<file path="config.mk">
export PLATFORM = sky130hd
export DESIGN_NAME = alu_exec_stage
export DESIGN_NICKNAME = d
export VERILOG_FILES = /design/src/rtl/alu_exec_stage.sv
export SDC_FILE = /design/constraint.sdc
export NUM_CORES = 1
export LEC_CHECK = 0
export CORE_ASPECT_RATIO = 0.6
export CORE_MARGIN = 5
export CORE_UTILIZATION = 42
export CTS_BUF_LIST = sky130_fd_sc_hd__clkbuf_8
export DETAILED_ROUTE_END_ITERATION = 10
export GPL_ROUTABILITY_DRIVEN = 0
export GPL_TIMING_DRIVEN = 1
export SKIP_CTS_REPAIR_TIMING = 1
export SLEW_MARGIN = 25
export SYNTH_ARGS = -nofsm -noshare
export SYNTH_HDL_FRONTEND = slang
export SYNTH_SLANG_ARGS = --single-unit
</file>
<file path="constraint.sdc">
create_clock -name Clk -period 8.2 [get_ports Clk]
set_clock_uncertainty 0.15 [all_clocks]
set_input_delay 1.23 -clock Clk [delete_from_list [all_inputs] [get_ports Clk]]
set_output_delay 1.23 -clock Clk [all_outputs]
set_load 0.05 [all_outputs]
</file>
<file path="src/rtl/alu_exec_stage.sv">
// alu_exec_stage: execute/write-back stage placed after the register file.
// Single-cycle ALU ops commit one cycle after accept. MUL runs an 8-step
// shift-add sequence and stalls upstream until it completes.
// Handshake: an op transfers on a rising edge where InValid and InReady are
// both high. InReady is high only in IDLE and outside reset. An op offered
// while InReady is low is ignored, so upstream must keep holding it.
module alu_exec_stage #(
    parameter int DATA_W = 8,
    parameter int ADDR_W = 3,
    parameter int OP_W   = 4
) (
    input  logic              Clk,
    input  logic              Reset,
    input  logic              InValid,
    output logic              InReady,
    input  logic [OP_W-1:0]   Opcode,
    input  logic [ADDR_W-1:0] DstAddr,
    input  logic [DATA_W-1:0] DataA,
    input  logic [DATA_W-1:0] DataB,
    output logic              WR,
    output logic [ADDR_W-1:0] DA,
    output logic [DATA_W-1:0] WrData,
    output logic [3:0]        Flags,
    output logic              Busy
);

    localparam int MSB   = DATA_W - 1;
    localparam int CNT_W = (DATA_W > 1) ? $clog2(DATA_W) : 1;
    localparam logic [CNT_W-1:0] CNT_ONE  = 1;
    localparam logic [CNT_W-1:0] CNT_LAST = CNT_W'(DATA_W - 1);

    localparam logic [OP_W-1:0] OP_ADD = 4'd1;
    localparam logic [OP_W-1:0] OP_SUB = 4'd2;
    localparam logic [OP_W-1:0] OP_AND = 4'd3;
    localparam logic [OP_W-1:0] OP_OR  = 4'd4;
    localparam logic [OP_W-1:0] OP_XOR = 4'd5;
    localparam logic [OP_W-1:0] OP_NOT = 4'd6;
    localparam logic [OP_W-1:0] OP_SHL = 4'd7;
    localparam logic [OP_W-1:0] OP_SHR = 4'd8;
    localparam logic [OP_W-1:0] OP_INC = 4'd9;
    localparam logic [OP_W-1:0] OP_DEC = 4'd10;
    localparam logic [OP_W-1:0] OP_MOV = 4'd11;
    localparam logic [OP_W-1:0] OP_MUL = 4'd12;
    localparam logic [OP_W-1:0] OP_CMP = 4'd13;

    localparam logic [DATA_W:0] ONE_EXT = 1;

    typedef enum logic {S_IDLE = 1'b0, S_MUL = 1'b1} state_t;

    state_t              r_state;
    logic                r_wr;
    logic [ADDR_W-1:0]   r_da;
    logic [DATA_W-1:0]   r_wrdata;
    logic [3:0]          r_flags;
    logic                r_busy;
    logic [CNT_W-1:0]    r_cnt;
    logic [2*DATA_W-1:0] r_mul_a;
    logic [DATA_W-1:0]   r_mul_b;
    logic [2*DATA_W-1:0] r_prod;
    logic [ADDR_W-1:0]   r_mul_dst;

    logic                w_accept;
    logic [DATA_W:0]     w_sum;
    logic [DATA_W-1:0]   w_res;
    logic                w_c;
    logic                w_v;
    logic                w_writes;
    logic                w_upd;
    logic [2*DATA_W-1:0] w_prod_next;

    assign InReady  = (r_state == S_IDLE) & ~Reset;
    assign w_accept = InValid & InReady;

    assign WR     = r_wr;
    assign DA     = r_da;
    assign WrData = r_wrdata;
    assign Flags  = r_flags;
    assign Busy   = r_busy;

    // Single-cycle ALU: result, carry/borrow, overflow and write/flag-update intent.
    always_comb begin
        w_sum    = '0;
        w_res    = '0;
        w_c      = 1'b0;
        w_v      = 1'b0;
        w_writes = 1'b0;
        w_upd    = 1'b0;
        case (Opcode)
            OP_ADD: begin
                w_sum    = {1'b0, DataA} + {1'b0, DataB};
                w_res    = w_sum[DATA_W-1:0];
                w_c      = w_sum[DATA_W];
                w_v      = (DataA[MSB] == DataB[MSB]) && (w_res[MSB] != DataA[MSB]);
                w_writes = 1'b1;
                w_upd    = 1'b1;
            end
            OP_SUB, OP_CMP: begin
                // Bit DATA_W of the extended difference is the borrow (A < B).
                w_sum    = {1'b0, DataA} - {1'b0, DataB};
                w_res    = w_sum[DATA_W-1:0];
                w_c      = w_sum[DATA_W];
                w_v      = (DataA[MSB] != DataB[MSB]) && (w_res[MSB] != DataA[MSB]);
                w_writes = (Opcode == OP_SUB);
                w_upd    = 1'b1;
            end
            OP_AND: begin
                w_res    = DataA & DataB;
                w_writes = 1'b1;
                w_upd    = 1'b1;
            end
            OP_OR: begin
                w_res    = DataA | DataB;
                w_writes = 1'b1;
                w_upd    = 1'b1;
            end
            OP_XOR: begin
                w_res    = DataA ^ DataB;
                w_writes = 1'b1;
                w_upd    = 1'b1;
            end
            OP_NOT: begin
                w_res    = ~DataA;
                w_writes = 1'b1;
                w_upd    = 1'b1;
            end
            OP_SHL: begin
                w_res    = {DataA[DATA_W-2:0], 1'b0};
                w_c      = DataA[MSB];
                w_writes = 1'b1;
                w_upd    = 1'b1;
            end
            OP_SHR: begin
                w_res    = {1'b0, DataA[DATA_W-1:1]};
                w_c      = DataA[0];
                w_writes = 1'b1;
                w_upd    = 1'b1;
            end
            OP_INC: begin
                w_sum    = {1'b0, DataA} + ONE_EXT;
                w_res    = w_sum[DATA_W-1:0];
                w_c      = w_sum[DATA_W];
                w_v      = ~DataA[MSB] & w_res[MSB];
                w_writes = 1'b1;
                w_upd    = 1'b1;
            end
            OP_DEC: begin
                w_sum    = {1'b0, DataA} - ONE_EXT;
                w_res    = w_sum[DATA_W-1:0];
                w_c      = w_sum[DATA_W];
                w_v      = DataA[MSB] & ~w_res[MSB];
                w_writes = 1'b1;
                w_upd    = 1'b1;
            end
            OP_MOV: begin
                w_res    = DataB;
                w_writes = 1'b1;
                w_upd    = 1'b1;
            end
            default: begin
                // NOP, reserved codes; MUL is handled by the sequencer.
                w_res = '0;
            end
        endcase
    end

    // One shift-add step: add the shifted multiplicand when the multiplier LSB is set.
    always_comb begin
        w_prod_next = r_prod + (r_mul_b[0] ? r_mul_a : '0);
    end

    // Stage FSM and registered write-port / flag outputs.
    always_ff @(posedge Clk) begin
        if (Reset) begin
            r_state   <= S_IDLE;
            r_wr      <= 1'b0;
            r_da      <= '0;
            r_wrdata  <= '0;
            r_flags   <= '0;
            r_busy    <= 1'b0;
            r_cnt     <= '0;
            r_mul_a   <= '0;
            r_mul_b   <= '0;
            r_prod    <= '0;
            r_mul_dst <= '0;
        end else begin
            r_wr <= 1'b0;
            case (r_state)
                S_IDLE: begin
                    if (w_accept) begin
                        if (Opcode == OP_MUL) begin
                            r_state   <= S_MUL;
                            r_busy    <= 1'b1;
                            r_cnt     <= '0;
                            r_mul_a   <= {{DATA_W{1'b0}}, DataA};
                            r_mul_b   <= DataB;
                            r_prod    <= '0;
                            r_mul_dst <= DstAddr;
                        end else begin
                            if (w_writes) begin
                                r_wr     <= (DstAddr != '0);
                                r_da     <= DstAddr;
                                r_wrdata <= w_res;
                            end
                            if (w_upd) begin
                                r_flags <= {(w_res == '0), w_res[MSB], w_c, w_v};
                            end
                        end
                    end
                end
                S_MUL: begin
                    r_prod  <= w_prod_next;
                    r_mul_a <= r_mul_a << 1;
                    r_mul_b <= r_mul_b >> 1;
                    r_cnt   <= r_cnt + CNT_ONE;
                    if (r_cnt == CNT_LAST) begin
                        r_state  <= S_IDLE;
                        r_busy   <= 1'b0;
                        r_cnt    <= '0;
                        r_wr     <= (r_mul_dst != '0);
                        r_da     <= r_mul_dst;
                        r_wrdata <= w_prod_next[DATA_W-1:0];
                        r_flags  <= {(w_prod_next[DATA_W-1:0] == '0),
                                     w_prod_next[MSB],
                                     (w_prod_next[2*DATA_W-1:DATA_W] != '0),
                                     1'b0};
                    end
                end
                default: r_state <= S_IDLE;
            endcase
        end
    end

endmodule

</file>
Word level (Yosys, flattened, before mapping):

Index checks and enable logic that the tools add are counted.

* bits in registers: 64
* input bits: 26
* output and inout port bits: 18
* word-level logic and storage cells: 115

* add/sub/neg operators: 6
* equal/unequal tests: 24
* multiplexer cells: 47
* bitwise operators: 12
* reduce and logical (&&, ||, !) cells: 15

Operator list (count)
* 8-bit one-hot mux with 11 select lines: 1
* 16-bit 2-to-1 mux: 5
* 16-bit one-hot mux with 2 select lines: 2
* 8-bit 2-to-1 mux: 6
* 8-bit one-hot mux with 2 select lines: 2
* 4-bit equality test (second input constant): 6
* 3-bit 2-to-1 mux: 7
* 16-bit adder: 1
* 4-bit by 3-bit equality test with 1-bit output (second input constant): 4
* 8-bit zero test: 2
* 4-bit 2-to-1 mux: 4
* 3-bit one-hot mux with 2 select lines: 2
* 12-bit OR reduction: 1
* 1-bit 2-to-1 mux: 11
* 10-bit OR reduction: 1
* 8-bit by 1-bit adder with 9-bit output (second input constant): 1
* 8-bit by 8-bit adder with 9-bit output: 1
* 8-bit by 1-bit subtractor with 9-bit output (second input constant): 1
* 8-bit by 8-bit subtractor with 9-bit output: 1
* 8-bit bitwise AND: 1
* 4-bit by 2-bit equality test with 1-bit output (second input constant): 2
* 2-bit != test (second input constant): 4
* 8-bit inverter: 1
* 8-bit OR: 1
* 20 further kinds: 36

Depth between registers and ports, before layout:

* depth in word-level cells: 8
* gate-level depth with buffers: 13
* depth with buffers taken out: 12

Worst setup path before layout:

No wires, ideal clock.

* path kind: in2reg
* start point: in DataA[2]
* end point: reg r_flags[2] (netlist: Flags[2])
* arrival time: 3431 ps
* slack: 4486 ps
* stages: 11
* path buffers: 1
* path through: buf_2 > inv_1 > ha_1 > inv_2 > a21oi_2 > o21bai_1 > a2111o_1 > and2_4 > a2111o_1 > a31oi_1 > a211oi_1

* cells in the longest elaborated chain, start to end: 6
* elaborated cells on any way between the ends: 9
* those cells by class: add/sub: 4; mux: 5

RTL lines
* start, declared: RTL line 18 `input logic [DATA_W-1:0] DataA,`
* 8-bit by 1-bit subtractor with 9-bit output, or another cell as far along: RTL line 147 `w_sum = {1'b0, DataA} - ONE_EXT;`
* 8-bit one-hot mux with 11 select lines *: RTL line 88 `case (Opcode)`
* 4-bit 2-to-1 mux *: RTL line 204 `if (w_upd) begin`
* 4-bit 2-to-1 mux *: RTL line 190 `if (Opcode == OP_MUL) begin`
* 4-bit 2-to-1 mux *: RTL line 189 `if (w_accept) begin`
* 4-bit one-hot mux with 2 select lines *: RTL line 187 `case (r_state)`
* end signal, assigned: RTL line 205 `r_flags <= {(w_res == '0), w_res[MSB], w_c, w_v};`
* end signal, assigned: RTL line 222 `r_flags <= {(w_prod_next[DATA_W-1:0] == '0),`
* end, declared: RTL line 54 `logic [3:0] r_flags;`

Every way passes the cells marked *; elsewhere a longest branch is shown, timed or not. The select of a mux whose other input is x is not followed.
A chain may end at the register's enable or synchronous reset.

Worst setup path in the final report:

* start point: in Opcode[3]
* end point: reg r_flags[3] (netlist: Flags[3])

* cells in the longest elaborated chain, start to end: 8
* elaborated cells on any way between the ends: 25
* those cells by class: eq/ne: 15; mux: 6; reduce/logical: 4

RTL lines
* start, declared: RTL line 16 `input logic [OP_W-1:0] Opcode,`
* 4-bit by 2-bit equality test with 1-bit output or 4-bit equality test (tied branches)
* 2-bit OR reduction: RTL line 88
* 8-bit one-hot mux with 11 select lines: RTL line 88
* 8-bit zero test: RTL line 205
* 4-bit 2-to-1 mux: RTL line 204
* 4-bit 2-to-1 mux: RTL line 190
* 4-bit 2-to-1 mux: RTL line 189
* 4-bit one-hot mux with 2 select lines: RTL line 187

Parallel ways exist; a longest one is shown, timed or not. The select of a mux whose other input is x is not followed.

==> implementation parameters <==
Parameter                              Value

Status
  Result of the run ... complete, no violations

Timing
  Count of endpoints failing setup in the final report ... 0
  Count of final max-slew check failures ... 0
  Pin slew with the least headroom to its limit ... roughly 1.1 ns
  Setup repair after global routing missed its margin ... no
  Period utilisation layout ... between 50% and 60%
  Final Hold Viols ... 0
  Final critical-path required period ... approximately 4.5 ns
  Worst slew margin relative to its limit ... 29.2%
  Maximum clock frequency ... ~0.22 GHz
  Setup tns final ... 0 ns

Clocking
  CTS sink cnt ... 64
  CTS H-Tree Depth ... 3
  CTS clk-pin slew, worst paths ... about 0.080 ns
  Clk Latency, worst-skew pair ... 0.35 ns
  Clk buf depth ... 2
  CTS tree ... built
  Inserted Clock Buffers ... 9
  Root buffer selected by CTS ... clkbuf_8

Worst setup path
  Kind of end point of the critical path ... flip-flop
  Register-to-register setup slack ... approximately 4.7 ns
  Crit start category ... input port
  Data required time of the critical path ... approximately 8.3 ns
  Kind of critical path ... in -> reg
  Peak fanout along the critical path ... 25
  Critical R2R Launch ... r_mul_b[0]
  End point of the critical path ... Flags[3]
  Worst flop-to-flop path endpoint ... Flags[1]
  Launch point of the critical path ... Opcode[3]
  Length in cells of the worst reg-to-reg path ... 10
  Data arrival time at the worst-slack endpoint ... approximately 4.6 ns

Placed design
  Detail Placement HPWL ... approximately 13000 µm
  Count of buffers inserted at the top-level ports ... 43

Pwr
  Sequential fraction of design power ... roughly two fifths
  Worst supply voltage drop on vdd ... just under 0.00007 V
  PD cells ... about 140 nW/µm²
  Final total power ... roughly 0.0008 W
  Combinational Power Share ... approximately a fifth
  Internal power ... 0.000577 W
  Clock network fraction of total power ... 40.9%
  Switching power as a share of total power ... between 30% and 40%
  Switching power of the nets ... 0.000248 W
  Leakage power figure ... approximately 2.4 nW

Global routing
  Vias in the first global route ... approximately 5000
  First-pass GRT wire length ... around 28000 µm
  GRT Resource Usage Total ... between 20% and 30%
  GRT overflow ... 0
  Initial antenna violation count ... 0
  Largest net degree at the start of global routing ... slightly above 60

Logic synthesis
  Area of the mapped netlist ... approximately 5300 µm²
  Number of enable-type register cells in the synthesized netlist ... 0
  Leading cell type by number of instances after synthesis ... a21oi_1
  Yosys cell types ... 74
  Post-synthesis area per instance ... 7.62 µm²
  Most area-hungry cell type in the Yosys netlist ... dfxtp_1
  Number of warnings printed during yosys synthesis ... 0
  Leading cell types by count after synthesis ... a21oi_1, nor2_1, dfxtp_1
  Ys flop type ... dfxtp_1
  Syn Nets ... between 700 and 800
  Synthesized instance count ... just under 700
  Flops & latches, synth ... 64
  Proportion of synthesized chip area in sequential cells ... 24.3%
  Top post-synthesis cells by area ... dfxtp_1, ha_1, a21oi_1
  Top-area cell type share of the netlist area ... between 20% and 30%
  Async set or reset register ratio after synthesis ... 0%

Route
  Count of routing violations after the opening detailed-route iteration ... 936
  Via-to-Cell Ratio ... 6.39
  Total number of vias ... about 5600
  Routed wire per std cell ... ~21 µm
  Count of TritonRoute iterations in the first routing pass ... 6
  Count of antenna-violating nets left after detailed routing ... 0
  Drc violations ... 0
  Final routed wirelength across all metal layers ... 18100 µm

Floorplan
  Die span in y ... just under 100 µm
  Die width ... between 150 and 200 µm
  Initial standard-cell utilization of the core ... between 40% and 50%
  IO Count ... 44
  Count of standard-cell rows ... 31
  Placeable core area ... between 10000 and 15000 µm²
  DIE AREA ... about 15000 µm²

Finish
  Total of fill cells in the finished design ... 1199
  Count of nets after finishing ... about 780
  Post-synthesis to final-layout area growth ... 14.3%
  Share of post-route cells with drive strength above 1 ... approximately 6.0%
  Antenna diode instance count ... 0

Hold path
  Hold WC Path Type ... reg -> reg

Flow run
  Maximum Capacitance Violations ... 0
## worst max-delay path, stage by stage
cell             delay [ns]
clkdlybuf4s50_1        1.13
nand2b_1               0.58
nor2_1                 0.64
a31oi_1                0.18
o2111ai_1              0.28
o21bai_1               0.20
nor2_1                 0.10
a32o_1                 0.26
## registers in the layout (all words and copies together) (netlist names)
register / count
r_mul_b: 8
WR: 1
r_prod: 16
WrData: 8
r_mul_dst: 3
r_cnt: 3
Busy: 1
r_mul_a: 16
Flags: 4
r_state: 1
DA: 3
## stage by stage
stage | instances | instance area (µm²) | utilization (%) | hold slack [ns] | setup slack (ns)
floorplan | 693 | 5280 | - | 0.287 | 4.49
global placement | 864 | 5790 | 47.6 | 0.293 | 3.52
detailed placement | 864 | 5790 | 47.6 | 0.300 | 3.46
CTS | 880 | 6040 | 49.6 | 0.312 | 3.82
global route | 880 | 6040 | 49.6 | 0.330 | 3.57
finish | 880 | 6040 | 49.6 | 0.307 | 3.70
## worst min path at each step
stage / slack, ns / from / to / cells after the start
5_1_grt: 0.33 / r_mul_b[6] / r_mul_b[6] / 2
4_1_cts: 0.31 / r_mul_b[1] / r_mul_b[1] / 2
3_5_place_dp: 0.30 / r_mul_b[4] / r_mul_b[4] / 2
2_1_floorplan: 0.29 / r_mul_b[1] / r_mul_b[1] / 2
3_3_place_gp: 0.29 / r_mul_b[4] / r_mul_b[4] / 2
6_report: 0.31 / r_mul_b[4] / r_mul_b[4] / 2
## final cells by class
cell class / count / area [µm²] / area share [%]
multi-input cells: 549 / 3690 / 61.1
repair buffers: 50 / 478 / 7.92
flip-flops and latches: 64 / 1280 / 21.2
inverters: 36 / 135 / 2.24
clock buffers: 9 / 124 / 2.05
well taps: 165 / 206 / 3.42
clock inverters: 7 / 120 / 1.99
## cell usage in the layout, fill, tap and decap left out, types with 10 or more instances in the layout
cell type / n
dfxtp_1: 63
o22ai_1: 10
xnor2_1: 10
and3_1: 18
and2_1: 17
inv_1: 34
nor3_1: 16
clkdlybuf4s50_1: 42
a21oi_1: 78
nand2_1: 48
a31oi_1: 11
ha_1: 45
o21ai_0: 21
nor2_1: 66
nand3_1: 15
a211oi_1: 14
a22oi_1: 23
## power by group through the flow
| stage | Clock [W] | Sequential, W | Combinational (W) |
|---|---|---|---|
| after floorplan | 0 | 0.000328 | 0.000103 |
| after global placement | 0 | 0.000322 | 0.000165 |
| after detailed placement | 0 | 0.000322 | 0.000165 |
| after CTS | 0.000343 | 0.000315 | 0.000166 |
| after global routing | 0.000357 | 0.000315 | 0.000183 |
| final | 0.000338 | 0.000315 | 0.000172 |
## cells by family after synthesis
| group | after synthesis | synth area share [%] |
|---|---|---|
| buffers and inverters | 80 | 6.07 |
| and+or+nand+nor | 229 | 21.7 |
| muxes | 11 | 2.13 |
| AOI/OAI and AO/OA | 246 | 31.5 |
| DFF | 64 | 24.3 |
| xor gates and xnor gates | 15 | 2.49 |
| adders and majority gates | 48 | 11.8 |
## metal layers
metal  up-vias  track usage, %  wire, µm
li1       2608               -         -
met1      2624            37.8      8940
met2       352            29.5      6710
met3        37            7.14      2250
met4         0            4.68       249
met5         -               0         0
(Power assumes the default switching activity.)
